--- src/rtl/uart_baud_gen.sv ---
// UART baud-rate generator: runtime-programmable prescaler followed by an
// OVS-stage oversampling counter, producing oversample, mid-bit and end-of-bit ticks.
module uart_baud_gen #(
  parameter int unsigned DIV_W   = 8,
  parameter int unsigned OVS     = 16,
  parameter int unsigned DEF_DIV = 10
) (
  input  logic             clk,
  input  logic             rst_x,
  input  logic             baud_en,
  input  logic             baud_restart,
  input  logic [DIV_W-1:0] baud_div,
  input  logic             div_ld,
  output logic             ovs_tick,
  output logic             baud_half,
  output logic             baud_tick,
  output logic             div_busy
);

  localparam int unsigned OVS_W = (OVS > 1) ? $clog2(OVS) : 1;
  localparam logic [OVS_W-1:0] OVS_MID  = OVS_W'(OVS / 2 - 1);
  localparam logic [OVS_W-1:0] OVS_LAST = OVS_W'(OVS - 1);
  localparam logic [DIV_W-1:0] DIV_RST  = DIV_W'(DEF_DIV);

  logic [DIV_W-1:0] pre_r;
  logic [OVS_W-1:0] ovs_r;
  logic [DIV_W-1:0] div_r;
  logic [DIV_W-1:0] div_pend_r;
  logic             pend_r;

  logic run;
  logic div_apply;

  // Ticks are also held low while reset is asserted so no stale decode escapes.
  assign run       = rst_x & baud_en & ~baud_restart;
  assign ovs_tick  = run & (pre_r == div_r);
  assign baud_half = ovs_tick & (ovs_r == OVS_MID);
  assign baud_tick = ovs_tick & (ovs_r == OVS_LAST);
  assign div_busy  = pend_r;

  // Safe points for a divisor change: the bit phase restarts from zero.
  assign div_apply = ~baud_en | baud_tick | baud_restart;

  // NOTE: sequential state uses non-blocking assignments so every register
  // samples the pre-edge values of its neighbours, independent of statement order.
  always_ff @(posedge clk) begin
    if (!rst_x) begin
      pre_r  <= '0;
      ovs_r  <= '0;
      div_r  <= DIV_RST;
      pend_r <= 1'b0;
    end else begin
      if (!baud_en || baud_restart) begin
        pre_r <= '0;
        ovs_r <= '0;
      end else if (ovs_tick) begin
        pre_r <= '0;
        ovs_r <= ovs_r + OVS_W'(1);
      end else begin
        pre_r <= pre_r + DIV_W'(1);
      end

      if (div_ld) begin
        if (div_apply) begin
          div_r  <= baud_div;
          pend_r <= 1'b0;
        end else begin
          pend_r <= 1'b1;
        end
      end else if (pend_r && div_apply) begin
        div_r  <= div_pend_r;
        pend_r <= 1'b0;
      end
    end
  end

  // NOTE: the holding register is deliberately not reset; its content is only
  // consumed while pend_r is set, and pend_r is always reset.
  always_ff @(posedge clk) begin
    if (div_ld) begin
      div_pend_r <= baud_div;
    end
  end

endmodule
--- config.mk ---
export PLATFORM = sky130hd
export DESIGN_NAME = uart_baud_gen
export DESIGN_NICKNAME = d
export VERILOG_FILES = /design/src/rtl/uart_baud_gen.sv
export SDC_FILE = /design/constraint.sdc
export NUM_CORES = 1
export LEC_CHECK = 0
export BUFFER_PORTS_ARGS = -buffer_cell sky130_fd_sc_hd__buf_4
export CORE_ASPECT_RATIO = 0.75
export CORE_MARGIN = 8
export CORE_UTILIZATION = 50
export CTS_CLUSTER_SIZE = 40
export DETAILED_ROUTE_END_ITERATION = 10
export PLACE_DENSITY = 0.7
export SETUP_SLACK_MARGIN = 0.3
export SLEW_MARGIN = 20
export SYNTH_ARGS = -nofsm -noshare
export SYNTH_HDL_FRONTEND = slang
export SYNTH_SLANG_ARGS = --single-unit
--- constraint.sdc ---
create_clock -name clk -period 1.86 [get_ports clk]
set_clock_uncertainty 0.1 [all_clocks]
set_input_delay 0 -clock clk [delete_from_list [all_inputs] [get_ports clk]]
set_output_delay 0 -clock clk [all_outputs]
set_load 0.03 [all_outputs]
==> impl_metrics.ini <==
[run_status]
run_status = finished clean

[die]
core_um2 = 2660
die_h_um = 62.2
io_pins = 17
die_w_um = 77.6
fp-row-count = 16
start_util_pct = 53.5
dieArea_um2 = 4830

[timing]
maxSlewViolCount = 0
relSlewSlack_pct = 54.3
tightest_slew_ps = 685
hold_ws_ps = 73.0
finalHoldViolations = 0
fin_crit_ps = 1710
setup_violations = 0
tns_ps = 0
finalCritPeriodShare_pct = 91.8
grt_setup_unrepaired = yes
max_freq_ghz = 0.585

[worst_setup_path]
start_kind = flip-flop
cpPeakStageDelay_ps = 360
cp_data_required_time_ps = 1760
crit_buf_inv = 2
critPathLaunch = pre_r[1]
cpMostUsedCell = buf_6
reg2reg_from = pre_r[3]
critPathCapture = baud_tick
reg2reg_depth = 6
r2r-end = ovs_r[0]
crit_family = simple AND/OR/NAND/NOR gates
crit_path_end_kind = output pin
crit_cells = 6
slowest_stage = dfxtp_2
crit_fanout = 3
arrival_ps = 1610
path_class = flip-flop to output pin
r2r_setup_slack_ps = 160
crit_chain = xnor2_4, and4_4, buf_6, nand2_4, nor3b_4, buf_6

[clock_tree]
htree_levels = 2
cts.sinks = 29
cts_tree = built
cts-buffers-inserted = 5
clock_path_buffers = 2
cts-root-buf = clkbuf_8
clk_pin_slew_ps = 70
clock_latency_ps = 290

[final_layout]
drive_above_1_share_pct = 47.5
final_common_cell = buf_4
final.fill_count = 143
nets = 193
area_growth_pct = 53.1
antenna_cells = 0
final_cell_mix = 26 x buf_4, 10 x dlygate4sd3_1, 9 x dfxtp_1
multi_input_area_um2 = 930
seq_area_um2 = 686

[placement]
numPortBuffers = 16
gp_congestion = 0.836
dp_hpwl_mm = 2.12

[power_and_ir_drop]
vdd_drop_max_v = 0.000691
p_per_area_nw_per_um2 = 752
p_leak_nw = 0.826

[job]
maxCapViolCount = 0

[yosys]
ys.flop_type = dfxtp_1
synth-seq-cells = 29
synth_area_per_cell_um2 = 10.7
syn_nets = 148
synth_edf_count = 8
yosysSeqAreaShare_pct = 46.4
syn_area_um2 = 1420
async_reset_ff_share_pct = 0
netlist_instances = 133
synthDistinctLibCells = 36
synth_warnings = 0

[route]
vias_per_cell = 6.05
drt_iter0_markers = 82
wl_per_cell_um = 18.8
drt_wl_total_mm = 4.03
drc = 0
dr.pass1.iters = 4
num_vias = 1300
antenna_left = 0

[global_route]
grt_first_pass_wirelength_mm = 5.69
grt_pass1_vias = 1223
grt_max_degree = 17
grt_overflow = 0
antenna_found_initial = 0
track_usage_pct = 14.4

[hold_path]
hp-class = primary input to flip-flop
registers in the layout (all words and copies together) (netlist names):
register    count
div_pend_r      8
div_r           8
pre_r           8
ovs_r           4
div_busy        1
Yosys cell counts, drive strengths merged, types with 2 or more instances:
cell type	instances	area share, %
ha	2	1.8
nand2	3	0.79
and3	7	3.4
mux2i	8	5.6
o21ai	2	0.70
edfxtp	8	17
a31o	2	1.2
xnor2	10	6.2
nor3	8	2.8
buf	5	2.6
a311oi	6	3.7
nor2	6	1.6
xor2	4	2.5
dfxtp	21	30
nand4	4	1.8
nand3	7	2.5
a21oi	2	0.70
a2111oi	2	2.5
clkbuf	3	0.79
a211oi	9	5.1
nor3b	2	1.1
o41ai	2	1.2
and4	2	1.2
power by group:
part,switching (W),total (W),internal [W]
Clock,0.000241,0.000636,0.000395
Sequential,0.0000337,0.000718,0.000685
Combinational,0.000139,0.000286,0.000147
Total,0.000414,0.00164,0.00123
repair_timing:
item	CTS	global route
hold buffers	10	0
cloned	1	0
buffers inserted	4	8
resized for setup	29	26
pin swaps	7	14
setup endpoints to repair	13	14
hold endpoints to repair	10	0
final cells by class:
type	count	share of cell area [%]
flip-flops and latches	29	31.5
well taps	36	2.07
clock inverters	2	1.55
clock buffers	6	3.33
repair buffers	45	18.6
multi-input cells	96	42.7
inverters	1	0.344
metal layers:
metal | part of all wire [%] | routed length (um) | track usage (%) | vias up
met5 | 0 | 0 | 0 | -
met4 | 1.6 | 66 | 6.34 | 0
met3 | 5.3 | 215 | 4.74 | 7
met2 | 48 | 1930 | 21.4 | 35
met1 | 45 | 1820 | 18.5 | 650
li1 | - | - | - | 608
stage by stage:
step | total power (W) | instance area, um^2 | cells | utilization [%] | setup slack (ps)
2_1_floorplan | 0.000830 | 1460 | 133 | - | 275
5_1_grt | 0.00169 | 2180 | 215 | 81.9 | 83.9
6_report | 0.00164 | 2180 | 215 | 81.9 | 152
3_3_place_gp | 0.000878 | 1620 | 184 | 61.0 | 181
4_1_cts | 0.00157 | 1990 | 207 | 74.7 | 193
3_5_place_dp | 0.000882 | 1620 | 184 | 61.0 | 151
worst min-delay path by stage:
stage           startpoint       endpoint  depth (start not counted)
3_5_place_dp   baud_div[2]  div_pend_r[2]                          1
4_1_cts            baud_en       div_r[1]                          5
6_report           baud_en       div_r[1]                          5
2_1_floorplan  baud_div[0]  div_pend_r[0]                          0
3_3_place_gp   baud_div[5]  div_pend_r[5]                          1
5_1_grt            baud_en       div_r[3]                          5
worst reg2reg max path, stage by stage, from the launching register on:
cell	delay, ps
dfxtp_4	370
xnor2_4	180
buf_6	120
nand4_1	170
buf_4	210
or3_1	340
a21oi_1	140
kinds of logic (layout without fill, tap and decap cells):
| group | after synthesis | in the layout | share of synthesized area, % |
|---|---|---|---|
| and+or+nand+nor | 44 | 45 | 17.5 |
| DFF | 29 | 29 | 46.4 |
| AOI/OAI and AO/OA | 26 | 26 | 15.6 |
| xor gates and xnor gates | 14 | 14 | 8.61 |
| muxes | 9 | 9 | 6.41 |
| buffers and inverters | 9 | 54 | 3.69 |
| adders and majority gates | 2 | 2 | 1.76 |
(Power assumes the default switching activity.)
